==> src/rtl/dmem_arbiter_if.sv <==
`default_nettype none
// ============================================================================
// Module   : dmem_arbiter_if
// Brief    : Lane request / data-memory port bundle for dmem_arbiter.
// Revision : 1.0 - initial release
// ============================================================================
interface dmem_arbiter_if #(
    parameter int CNT_W = 16
);
    logic              req0;
    logic              req1;
    logic              we0;
    logic              we1;
    logic [31:0]       addr0;
    logic [31:0]       addr1;
    logic [31:0]       wdata0;
    logic [31:0]       wdata1;
    logic              mem_we;
    logic [31:0]       mem_addr;
    logic [31:0]       mem_wdata;
    logic [31:0]       mem_rdata;
    logic [31:0]       rdata0;
    logic [31:0]       rdata1;
    logic              stallM;
    logic [CNT_W-1:0]  conflict_cnt;

    modport slave (
        input  req0, req1, we0, we1, addr0, addr1, wdata0, wdata1, mem_rdata,
        output mem_we, mem_addr, mem_wdata, rdata0, rdata1, stallM, conflict_cnt
    );

    modport master (
        output req0, req1, we0, we1, addr0, addr1, wdata0, wdata1, mem_rdata,
        input  mem_we, mem_addr, mem_wdata, rdata0, rdata1, stallM, conflict_cnt
    );
endinterface
`default_nettype wire

==> src/rtl/dmem_arbiter.sv <==
`default_nettype none
// ============================================================================
// Module   : dmem_arbiter
// Brief    : Two-lane data-memory arbiter; serialises same-cycle accesses in
//            program order. Optional macro DMEM_ARB_STORE_FWD_EN forwards a
//            lane-0 store to a same-word lane-1 load without stalling.
// Revision : 1.0 - initial release
// ============================================================================
module dmem_arbiter #(
    parameter int CNT_W = 16
) (
    input  wire logic       clk,
    input  wire logic       reset,
    dmem_arbiter_if.slave   bus
);

    typedef enum logic [0:0] {
        IDLE   = 1'b0,
        SECOND = 1'b1
    } state_t;

    state_t             r_state;
    state_t             w_next;
    logic [31:0]        r_hold0;
    logic               r_we1;
    logic [31:0]        r_addr1;
    logic [31:0]        r_wdata1;
    logic [CNT_W-1:0]   r_cnt;

    logic               w_fwd;
    logic               w_capture;
    logic               w_mem_we;
    logic [31:0]        w_mem_addr;
    logic [31:0]        w_mem_wdata;
    logic [31:0]        w_rdata0;
    logic [31:0]        w_rdata1;
    logic               w_stall;

`ifdef DMEM_ARB_STORE_FWD_EN
    assign w_fwd = bus.we0 & ~bus.we1 & (bus.addr0[31:2] == bus.addr1[31:2]);
`else
    assign w_fwd = 1'b0;
`endif

    always_ff @(posedge clk or posedge reset) begin
        if (reset) begin
            r_state  <= IDLE;
            r_hold0  <= '0;
            r_we1    <= 1'b0;
            r_addr1  <= '0;
            r_wdata1 <= '0;
            r_cnt    <= '0;
        end else begin
            r_state <= w_next;
            if (w_capture) begin
                r_hold0  <= bus.mem_rdata;
                r_we1    <= bus.we1;
                r_addr1  <= bus.addr1;
                r_wdata1 <= bus.wdata1;
                if (r_cnt != {CNT_W{1'b1}}) begin
                    r_cnt <= r_cnt + 1'b1;
                end
            end
        end
    end

    // Outputs are forced quiet during reset so no stray write reaches memory.
    always_comb begin
        w_next      = r_state;
        w_capture   = 1'b0;
        w_mem_we    = 1'b0;
        w_mem_addr  = '0;
        w_mem_wdata = '0;
        w_rdata0    = '0;
        w_rdata1    = '0;
        w_stall     = 1'b0;
        if (!reset) begin
            case (r_state)
                IDLE: begin
                    if (bus.req0) begin
                        w_mem_we    = bus.we0;
                        w_mem_addr  = bus.addr0;
                        w_mem_wdata = bus.wdata0;
                        w_rdata0    = bus.mem_rdata;
                        if (bus.req1) begin
                            if (w_fwd) begin
                                w_rdata1 = bus.wdata0;
                            end else begin
                                w_stall   = 1'b1;
                                w_capture = 1'b1;
                                w_next    = SECOND;
                            end
                        end
                    end else if (bus.req1) begin
                        w_mem_we    = bus.we1;
                        w_mem_addr  = bus.addr1;
                        w_mem_wdata = bus.wdata1;
                        w_rdata1    = bus.mem_rdata;
                    end
                end
                SECOND: begin
                    w_mem_we    = r_we1;
                    w_mem_addr  = r_addr1;
                    w_mem_wdata = r_wdata1;
                    w_rdata0    = r_hold0;
                    w_rdata1    = bus.mem_rdata;
                    w_next      = IDLE;
                end
                default: begin
                    w_next = IDLE;
                end
            endcase
        end
    end

    assign bus.mem_we       = w_mem_we;
    assign bus.mem_addr     = w_mem_addr;
    assign bus.mem_wdata    = w_mem_wdata;
    assign bus.rdata0       = w_rdata0;
    assign bus.rdata1       = w_rdata1;
    assign bus.stallM       = w_stall;
    assign bus.conflict_cnt = r_cnt;

endmodule
`default_nettype wire

==> src/flat_wrapper.sv <==
// flat-port wrapper written by rule: the top's interface ports become plain ports
module dmem_arbiter_flat 
#(
    parameter int CNT_W = 16
)
  (clk, reset, bus_req0, bus_req1, bus_we0, bus_we1, bus_addr0, bus_addr1, bus_wdata0, bus_wdata1, bus_mem_rdata, bus_mem_we, bus_mem_addr, bus_mem_wdata, bus_rdata0, bus_rdata1, bus_stallM, bus_conflict_cnt);
  dmem_arbiter_if #(.CNT_W(CNT_W)) bus_i ();
  input  wire logic clk;
  input  wire logic reset;
  input wire logic [$bits(bus_i.req0)-1:0] bus_req0;
  input wire logic [$bits(bus_i.req1)-1:0] bus_req1;
  input wire logic [$bits(bus_i.we0)-1:0] bus_we0;
  input wire logic [$bits(bus_i.we1)-1:0] bus_we1;
  input wire logic [$bits(bus_i.addr0)-1:0] bus_addr0;
  input wire logic [$bits(bus_i.addr1)-1:0] bus_addr1;
  input wire logic [$bits(bus_i.wdata0)-1:0] bus_wdata0;
  input wire logic [$bits(bus_i.wdata1)-1:0] bus_wdata1;
  input wire logic [$bits(bus_i.mem_rdata)-1:0] bus_mem_rdata;
  output wire logic [$bits(bus_i.mem_we)-1:0] bus_mem_we;
  output wire logic [$bits(bus_i.mem_addr)-1:0] bus_mem_addr;
  output wire logic [$bits(bus_i.mem_wdata)-1:0] bus_mem_wdata;
  output wire logic [$bits(bus_i.rdata0)-1:0] bus_rdata0;
  output wire logic [$bits(bus_i.rdata1)-1:0] bus_rdata1;
  output wire logic [$bits(bus_i.stallM)-1:0] bus_stallM;
  output wire logic [$bits(bus_i.conflict_cnt)-1:0] bus_conflict_cnt;
  assign bus_i.req0 = bus_req0;
  assign bus_i.req1 = bus_req1;
  assign bus_i.we0 = bus_we0;
  assign bus_i.we1 = bus_we1;
  assign bus_i.addr0 = bus_addr0;
  assign bus_i.addr1 = bus_addr1;
  assign bus_i.wdata0 = bus_wdata0;
  assign bus_i.wdata1 = bus_wdata1;
  assign bus_i.mem_rdata = bus_mem_rdata;
  assign bus_mem_we = bus_i.mem_we;
  assign bus_mem_addr = bus_i.mem_addr;
  assign bus_mem_wdata = bus_i.mem_wdata;
  assign bus_rdata0 = bus_i.rdata0;
  assign bus_rdata1 = bus_i.rdata1;
  assign bus_stallM = bus_i.stallM;
  assign bus_conflict_cnt = bus_i.conflict_cnt;
  dmem_arbiter #(.CNT_W(CNT_W)) u_core (.clk(clk), .reset(reset), .bus(bus_i));
endmodule
==> config.mk <==
export PLATFORM = sky130hd
export DESIGN_NAME = dmem_arbiter_flat
export DESIGN_NICKNAME = d
export VERILOG_FILES = /design/src/rtl/dmem_arbiter_if.sv /design/src/rtl/dmem_arbiter.sv /design/src/flat_wrapper.sv
export SDC_FILE = /design/constraint.sdc
export NUM_CORES = 1
export LEC_CHECK = 0
export ABC_AREA = 0
export BUFFER_PORTS_ARGS = -buffer_cell sky130_fd_sc_hd__buf_2
export CORE_MARGIN = 2
export CORE_UTILIZATION = 42
export DETAILED_ROUTE_END_ITERATION = 8
export PLACE_DENSITY_LB_ADDON = 0.05
export REMOVE_ABC_BUFFERS = 1
export SETUP_SLACK_MARGIN = 0.4
export SYNTH_ARGS = -nofsm -noshare
export SYNTH_HDL_FRONTEND = slang
export SYNTH_SLANG_ARGS = --single-unit
==> constraint.sdc <==
create_clock -name clk -period 9.2 [get_ports clk]
set_clock_uncertainty 0.2 [all_clocks]
set_input_delay 0.46 -clock clk [delete_from_list [all_inputs] [get_ports clk]]
set_output_delay 0.46 -clock clk [all_outputs]
set_load 0.03 [all_outputs]
# After elaboration in Yosys (flattened, before gate mapping)
# Index checks and enable logic that the tools add are counted.
[totals] in_bits=166 wordCells=34 reg_bits=114 output_inout_bits=146
[op_classes] mux=24 reduce_logical=1 n_eq_ne=1 addsub=1 bitwise_logic=1
[op_table] operator="32-bit two-way mux" count=11
[op_table] operator="32-bit case mux with 2 select lines" count=4
[op_table] operator="16-bit by 1-bit adder with 16-bit output (second input constant)" count=1
[op_table] operator="16-bit != test (second input constant)" count=1
[op_table] operator="1-bit two-way mux" count=7
[op_table] operator="1-bit case mux with 2 select lines" count=2
[op_table] operator="2-bit AND reduction" count=1
[op_table] operator="1-bit inverter" count=1

# Longest topological paths before layout
# Gate-level depths: netlist of run 1.
[logic_depth] ltp_word=5 depth_mapped=8 ltp_nobuf=5

# Worst setup path before layout of run 1
# Ideal clock, no wire load.
[synth_path] kind="in2out" startpoint="input port bus_req0" endpoint="output port bus_mem_wdata[21]" arrival_time_ps=2093 stages=6 setup_slack_ps=6447 n_path_buf=3 required_ps=8540 path_cell_list="buf_2 -> nor2b_1 -> clkbuf_1 -> clkbuf_1 -> a221oi_1 -> nor3_1"
[synth_between] elab_chain_cells=3
[synth_lines] element="start: declaration" line_no="flat_wrapper.sv:10" text="input wire logic [$bits(bus_i.req0)-1:0] bus_req0;"
[synth_lines] element="32-bit two-way mux" line_no="dmem_arbiter.sv:80" text="if (bus.req0) begin"
[synth_lines] element="32-bit case mux with 2 select lines" line_no="dmem_arbiter.sv:78" text="case (r_state)"
[synth_lines] element="32-bit two-way mux" line_no="dmem_arbiter.sv:77" text="if (!reset) begin"
[synth_lines] element="end: declaration" line_no="flat_wrapper.sv:21" text="output wire logic [$bits(bus_i.mem_wdata)-1:0] bus_mem_wdata;"
# Every way passes these cells.

# Worst setup path after layout of run 1
[layout_path] startpoint="register u_core.r_state" endpoint="output port bus_rdata1[21]"
[layout_between] elab_chain_cells=3
[layout_lines] element="start: declaration" line_no="dmem_arbiter.sv:22" text="state_t r_state;"
[layout_lines] element="start signal: assignment" line_no="dmem_arbiter.sv:54" text="r_state <= w_next;"
[layout_lines] element="1-bit inverter" line_no="dmem_arbiter.sv:78"
[layout_lines] element="32-bit case mux with 2 select lines *" line_no="dmem_arbiter.sv:78"
[layout_lines] element="32-bit two-way mux *" line_no="dmem_arbiter.sv:77"
[layout_lines] element="end: declaration" line_no="flat_wrapper.sv:23" text="output wire logic [$bits(bus_i.rdata1)-1:0] bus_rdata1;"
# Every way passes the cells marked *; elsewhere a longest branch is shown, timed or not.

==> flow_summary.toml, run 1 <==
[drt]
drc = 0
wire_per_inst_um = 14.7
antenna_left = 0
finalWirelength_mm = 21.2
viasPerCell = 5.10
first_pass_iters = 5
num_vias = 7373
drtIter0Drc = 520

[floorplanning]
die_h_um = 132
die_w_um = 132
rows = 46
fp.dieArea_um2 = 17300
coreArea_um2 = 15900
pin_count = 312
initial_core_util = 0.431

[sta]
slew_headroom = 0.291
fmax_mhz = 268
hold_viol = 0
final.setup.tns_ps = 0
max_slew.worst_pin.slew_ps = 1060
rsz0062_at_grt = "no"
setup_viol = 0
slew_viol_final = 0
period_needed_ps = 3730
period_share = 0.405

[yosys]
yosysUniqueCellTypes = 35
ys_warn_count = 0
syn_inst = 956
yosysSeqAreaShare = 0.417
synth_edf_count = 0
avgSynthCellArea_um2 = 7.15
synth_ff_type = "dfrtp_1"
async_flop_share = 1.00
synth-seq-cells = 114
synthesis.area_um2 = 6840

[clock_network]
clockRootBuffer = "clkbuf_16"
htree_levels = 4
cts_setup_buffers = 0
cts_buffers = 17
cts.sinks = 114
clk_pin_slew_ps = 50
cts_tree = "built"
clockBufferDepth = 2
cts_resized = 0
cts_hold_buffers = 0
clk-insertion-delay-late_ps = 400

[place]
port_buffers = 311
place_congestion = 0.805
dpl.hpwl_mm = 14.1

[critical_path]
end_kind = "primary output"
slowest_delay_ps = 1090
reg2regPathDepth = 5
cp_max_fo = 106
critPathKind = "reg2out"
cp.required_ps = 8540
crit_arrival_ps = 3070
worstPathCellList = "buf_4 > nor2_1 > nor2_1 > buf_4 > and2_1 > buf_2"
start_kind = "flop"
crit_path_top_delay_cell = "dfrtp_4"

[grt]
grt-ovfl-total = 0
grt_max_degree = 107
track_usage = 0.242
grt_pass1_wl_mm = 34.5
antenna_found_initial = 2
grt_pass1_vias = 6794

[finish]
final_nets = 1382
layout_common_cells = "nand2_1 (357), buf_2 (309), dfrtp_1 (113)"
ff_latch_area_um2 = 2860
area_delta_synth_final_pct = 32.0
multi_input_area_um2 = 3670
layout-drive-gt1-share = 0.292
fillCellCount = 1622
mostFrequentLayoutCell = "nand2_1"

[power]
vdd_drop_max_uv = 151
p_per_area_nw_per_um2 = 191
leakage_nw = 4.90
power_w = 0.00172

[job]
cap_violations = 0

[worst_hold_path]
min_path_cells = 3
hp-class = "in2reg"

[run_status]
status = "finished clean"
==> flip-flops by register name, indices dropped and copies added, names as in the netlist <==
signal and flops:
u_core.r_state 1, u_core.r_wdata1 32, u_core.r_hold0 32, u_core.r_we1 1, u_core.r_addr1 32, u_core.bus.conflict_cnt 16
==> synth_stat cells (10+ instances only) <==
cell type  instances  share of area
clkbuf_1          66          0.036
dfrtp_1          114           0.42
nor2b_1           21          0.019
and2_1            32          0.029
a21oi_1          107          0.078
nor2_1            93          0.051
nor3_1            21          0.015
nand2_1          357           0.20
a221oi_1          19          0.024
nand3b_1          46          0.050
a22oi_1           20          0.022
xnor2_1           10          0.013
==> routing by layer <==
layer  part of all wire  wire, µm  vias up  global-route usage
met5                  0         0        -                   0
met4              0.020       419        0              0.0870
met3              0.073      1560       27              0.0602
met2               0.47     10100      259               0.387
met1               0.43      9210     3442               0.320
li1                   -         -     3645                   -
==> worst max-delay path: cells and delay by family, from the launching register on <==
kind,cells,cell delay [ps]
buffers and inverters,3,1160
flip-flops,1,1090
AND/OR/NAND/NOR,3,380
==> worst paths after layout <==
kind	endpoint	slack [ps]	start
max reg2reg	u_core.bus.conflict_cnt[12]	5630	u_core.r_state
max in group asynchronous	u_core.r_wdata1[13]	7410	reset
min	u_core.r_addr1[9]	60	bus_addr1[9]
max	bus_rdata1[21]	5470	u_core.r_state
min in group asynchronous	u_core.r_addr1[14]	100	reset
min reg2reg	u_core.r_addr1[10]	270	u_core.r_addr1[10]
==> metrics by stage <==
step | instances | instance area, µm² | worst slack, ps | hold WS, ps | utilization
final | 1445 | 9030 | 5470 | 59.1 | 0.568
after global routing | 1445 | 9030 | 5200 | 61.9 | 0.568
after CTS | 1444 | 9020 | 5410 | 45.9 | 0.568
after detailed placement | 1412 | 8450 | 5570 | 262 | 0.532
after global placement | 1412 | 8450 | 5610 | 258 | 0.532
after floorplan | 875 | 6520 | 1110 | 246 | -
==> power breakdown <==
part	switching, W	internal, W
sequential	0.0000711	0.000596
combinational	0.000276	0.000151
clock	0.000215	0.000413
==> area by class of cell <==
class                           instances  area share
Antenna cell                            1    0.000277
Clock buffer                           28      0.0584
Clock inverter                          4     0.00499
Inverter                                4     0.00208
Multi-Input combinational cell        757       0.407
Sequential cell                       114       0.316
Tap cell                              216      0.0299
Timing Repair Buffer                  321       0.181
==> kinds of logic (layout without fill, tap and decap cells) <==
family                   Yosys count  after routing  share of synthesized area
AO/OA/AOI/OAI                    151            151                      0.130
XOR/XNOR                          10             10                     0.0128
adder cells (fa/ha/maj)            1              1                    0.00183
buffers and inverters             85            357                     0.0487
flip-flops                       114            114                      0.417
multiplexers                       4              4                    0.00713
other                              0              1                          0
AND/OR/NAND/NOR                  591            591                      0.383
(Power assumes the default switching activity.)
==> inputs of run 2 (changes only) <==
clock period = 3.1 ns   (was 9.2 ns; I/O delays follow)
==> flow_summary.toml, run 2 (synthesis results as in run 1) <==
[run_status]
status = "finished clean"

[place]
dpl_worst_slack_ps = 754
port_buffers = 311
dpl_cell_area_um2 = 8530
dpl.hpwl_mm = 14.3
place_congestion = 0.797

[floorplanning]
coreArea_um2 = 15900
pin_count = 312
die_h_um = 132
rows = 46
initial_core_util = 0.431
fp.dieArea_um2 = 17300
die_w_um = 132

[clock_network]
clk_pin_slew_ps = 50
cts_setup_buffers = 0
cts_tree = "built"
cts.sinks = 114
clockRootBuffer = "clkbuf_16"
cts_buffers = 17
htree_levels = 4
clockBufferDepth = 2
clk-insertion-delay-late_ps = 410

[sta]
slew_headroom = 0.305
period_needed_ps = 2430
fmax_mhz = 411
rsz0062_at_grt = "no"
setup_viol = 0
period_share = 0.784
max_slew.worst_pin.slew_ps = 1040
hold_viol = 0
timing.final.ws_setup_ps = 668
slew_viol_final = 0
final.setup.tns_ps = 0

[drt]
viasPerCell = 5.09
drtIter0Drc = 442
first_pass_iters = 5
drc = 0
antenna_left = 0
finalWirelength_mm = 23.4
num_vias = 7859
wire_per_inst_um = 15.1

[finish]
fillCellCount = 1448
area_delta_synth_final_pct = 47.9
layout-drive-gt1-share = 0.275
ff_latch_area_um2 = 2860
mostFrequentLayoutCell = "nand2_1"
antennaDiodeCount = 0
top_regs = "u_core.r_addr1 x32, u_core.r_hold0 x32, u_core.r_wdata1 x32"
final_nets = 1485
multi_input_area_um2 = 3670
utilization = 0.637
layout_common_cells = "nand2_1 (357), buf_2 (309), dfrtp_1 (113)"
final_area_um2 = 10100

[grt]
grt_pass1_wl_mm = 37.7
antenna_found_initial = 0
track_usage = 0.264
grt_pass1_vias = 7484
grt-ovfl-total = 0
grt_max_degree = 178

[power]
vdd_drop_max_uv = 394
leakage_nw = 5.37
p_per_area_nw_per_um2 = 523
power_w = 0.00529

[critical_path]
crit_arrival_ps = 2080
r2r-end = "u_core.bus.conflict_cnt[1]"
r2r_start = "u_core.bus.conflict_cnt[0]"
cp.required_ps = 2740
start_kind = "flop"
cp_max_fo = 89
end_kind = "primary output"
rrSetupSlack_ps = 730
reg2regPathDepth = 5
critPathKind = "reg2out"

[worst_hold_path]
hold_start = "bus_req1"
min_path_cells = 4
hp-class = "in2reg"
hold_end = "u_core.r_addr1[3]"

[job]
cap_violations = 0
## run 2: changes by cell type in the layout (fill, tap and decap cells not counted), sizes merged
cell	before	now
diode	1	0
buf	321	326
clkbuf	28	27
dlygate4sd3	0	97
## run 2: routing by layer
| layer | vias up | wire (µm) | GRT usage |
|---|---|---|---|
| li1 | 3852 | - | - |
| met3 | 45 | 1480 | 0.0552 |
| met5 | - | 0 | 0 |
| met2 | 304 | 11200 | 0.435 |
| met4 | 0 | 639 | 0.101 |
| met1 | 3658 | 10100 | 0.342 |
## run 2: layout make-up
class,count,area share
Sequential cell,114,0.282
Multi-Input combinational cell,757,0.363
Clock inverter,4,0.00445
Timing Repair Buffer,424,0.268
Clock buffer,26,0.0533
Inverter,4,0.00186
Tap cell,216,0.0267
## run 2: through the flow
step | instances | hold WS, ps
global route | 1545 | 101
detailed placement | 1417 | 169
floorplan | 875 | 60.4
CTS | 1544 | 48.9
finish | 1545 | 56.1
global placement | 1417 | 163
## run 2: worst max path at each step
| stage | startpoint | end | slack (ps) | cells after the start |
|---|---|---|---|---|
| 2_1_floorplan | u_core.r_state | u_core.bus.conflict_cnt[1] | -4990 | 4 |
| 3_3_place_gp | u_core.bus.conflict_cnt[0] | u_core.bus.conflict_cnt[1] | 810 | 5 |
| 3_5_place_dp | u_core.bus.conflict_cnt[0] | u_core.bus.conflict_cnt[1] | 750 | 5 |
| 4_1_cts | u_core.r_state | bus_rdata1[20] | 460 | 6 |
| 5_1_grt | u_core.r_state | bus_rdata1[20] | 520 | 6 |
| 6_report | u_core.r_state | bus_rdata0[18] | 670 | 6 |
## run 2: what timing repair did
action,4_1_cts,5_1_grt
setup endpoints to repair,0,35
hold buffers,97,0
endpoints found under the hold margin,97,0
gates resized for setup,0,1
## run 2: worst max-delay path, stage by stage (launching register included)
cell	delay [ps]
dfrtp_4	510
buf_16	260
nor2b_1	150
buf_4	260
a22oi_1	110
nor2_1	130
buf_2	220
## run 2: power breakdown
part           internal, W  switching, W  total (W)
logic             0.000542      0.000888    0.00143
clock network      0.00126      0.000652    0.00191
registers          0.00177      0.000178    0.00195
==> inputs of run 3 (changes only) <==
clock period = 2.1 ns   (was 3.1 ns; I/O delays follow)
==> flow_summary.toml, run 3 (synthesis results as in run 1) <==
[finish]
ff_latch_area_um2 = 2860
layout-drive-gt1-share = 0.396
layout_common_cells = "nand2_1 (353), buf_2 (179), buf_4 (161)"
final_area_um2 = 12400
mostFrequentLayoutCell = "nand2_1"
top_regs = "u_core.r_addr1 x32, u_core.r_hold0 x32, u_core.r_wdata1 x32"
multi_input_area_um2 = 4310
final_nets = 1554
fillCellCount = 1098
area_delta_synth_final_pct = 81.6
utilization = 0.782

[sta]
rsz0062_at_grt = "yes"
period_needed_ps = 2170
period_share = 1.03
slew_headroom = 0.526
timing.final.ws_setup_ps = -72.2
final.setup.tns_ps = -829
setup_viol = 29
slew_viol_final = 0
max_slew.worst_pin.slew_ps = 711
hold_viol = 0
fmax_mhz = 460

[run_status]
status = "finished with violations"
violations = "negative setup slack"

[critical_path]
critPathKind = "reg2out"
crit_arrival_ps = 1870
end_kind = "primary output"
cp_max_fo = 8
cp.required_ps = 1790
start_kind = "flop"

[job]
cap_violations = 0

[drt]
drc = 0
wire_per_inst_um = 17.6
wl_met3_mm = 2.08
first_pass_iters = 5
finalWirelength_mm = 28.5
dr_wl_met2_mm = 14.3
num_vias = 8705
viasPerCell = 5.39
highest_layer = "met4"
antenna_left = 0
drtIter0Drc = 557
drt-met1-wl_mm = 11.2

[clock_network]
cts_buffers = 17
cts.sinks = 114
cts_tree = "built"
clk-insertion-delay-late_ps = 410
htree_levels = 4
clockRootBuffer = "clkbuf_16"
clk_pin_slew_ps = 50
clockBufferDepth = 2

[grt]
grt_pass1_vias = 8409
grt-ovfl-total = 0
grt_pass1_wl_mm = 43.2
track_usage = 0.312
grt_max_degree = 60
antenna_found_initial = 1

[worst_hold_path]
hp-class = "in2reg"

[power]
leakage_nw = 6.22
power_w = 0.00865
vdd_drop_max_uv = 650
p_per_area_nw_per_um2 = 697

[floorplanning]
die_w_um = 132
die_h_um = 132
rows = 46
initial_core_util = 0.431
coreArea_um2 = 15900
fp.dieArea_um2 = 17300
pin_count = 312

[place]
dpl_worst_slack_ps = 84.4
dpl_cell_area_um2 = 8760
place_congestion = 0.825
dpl.hpwl_mm = 15.1
port_buffers = 311
[run 3: cell types whose count changed in the layout (fill, tap and decap cells not counted), sizes merged]
cell,delta
buf,+53
bufbuf,+9
clkbuf,+5
bufinv,+1
diode,+1
dlygate4sd3,+1
[run 3: cell type report]
| type | instances | share of cell area |
|---|---|---|
| antenna | 1 | 0.000202 |
| clock buffer | 25 | 0.0407 |
| clock inverter | 5 | 0.00605 |
| inverter | 4 | 0.00353 |
| multi-input combinational | 757 | 0.347 |
| sequential | 114 | 0.230 |
| tap | 216 | 0.0218 |
| timing repair buffer | 493 | 0.351 |
[run 3: path summary, 6_finish.rpt]
| kind | startpoint | endpoint | slack, ps | cells after the start |
|---|---|---|---|---|
| max in group asynchronous | reset | u_core.r_hold0[3] | 660 | 5 |
| min in group asynchronous | reset | u_core.r_hold0[22] | 490 | 4 |
| worst min register to register | u_core.r_wdata1[16] | u_core.r_wdata1[16] | 270 | 2 |
| worst max register to register | u_core.r_state | u_core.r_wdata1[5] | 40 | 8 |
| worst min-delay path | bus_req1 | u_core.bus.conflict_cnt[8] | 70 | 4 |
| worst max-delay path | u_core.r_state | bus_rdata0[4] | -70 | 7 |
[run 3: worst max-delay path, cell delays in order (launching register included)]
cell and delay [ps]:
dfrtp_4 500, buf_16 170, nor2b_4 140, buf_6 130, clkbuf_16 140, a22oi_2 50
nor2_1 130, buf_4 180
[run 3: stage by stage]
stage	hold slack, ps	cells
after floorplan	10.4	875
after global placement	113	1438
after detailed placement	115	1438
after CTS	55.3	1607
after global routing	78.2	1614
final	69.3	1615
[run 3: metal layers]
| layer | global-route usage | vias up |
|---|---|---|
| met5 | 0 | - |
| met4 | 0.117 | 0 |
| met3 | 0.0683 | 71 |
| met2 | 0.536 | 441 |
| met1 | 0.382 | 4175 |
| li1 | - | 4018 |
[run 3: what timing repair did]
item	CTS	global route
setup buffers	22	0
hold endpoints to repair	122	0
setup endpoints to repair	243	244
gates resized for setup	257	66
hold buffers	98	0
pin swaps	29	26
cloned	19	7
[run 3: where the power goes]
part           internal, W  leakage (nW)  switching [W]  total [W]
Combinational      0.00130          4.49        0.00160    0.00290
Sequential         0.00261          1.44       0.000285    0.00290
Clock              0.00188         0.289       0.000975    0.00286
Total              0.00580          6.22        0.00286    0.00865
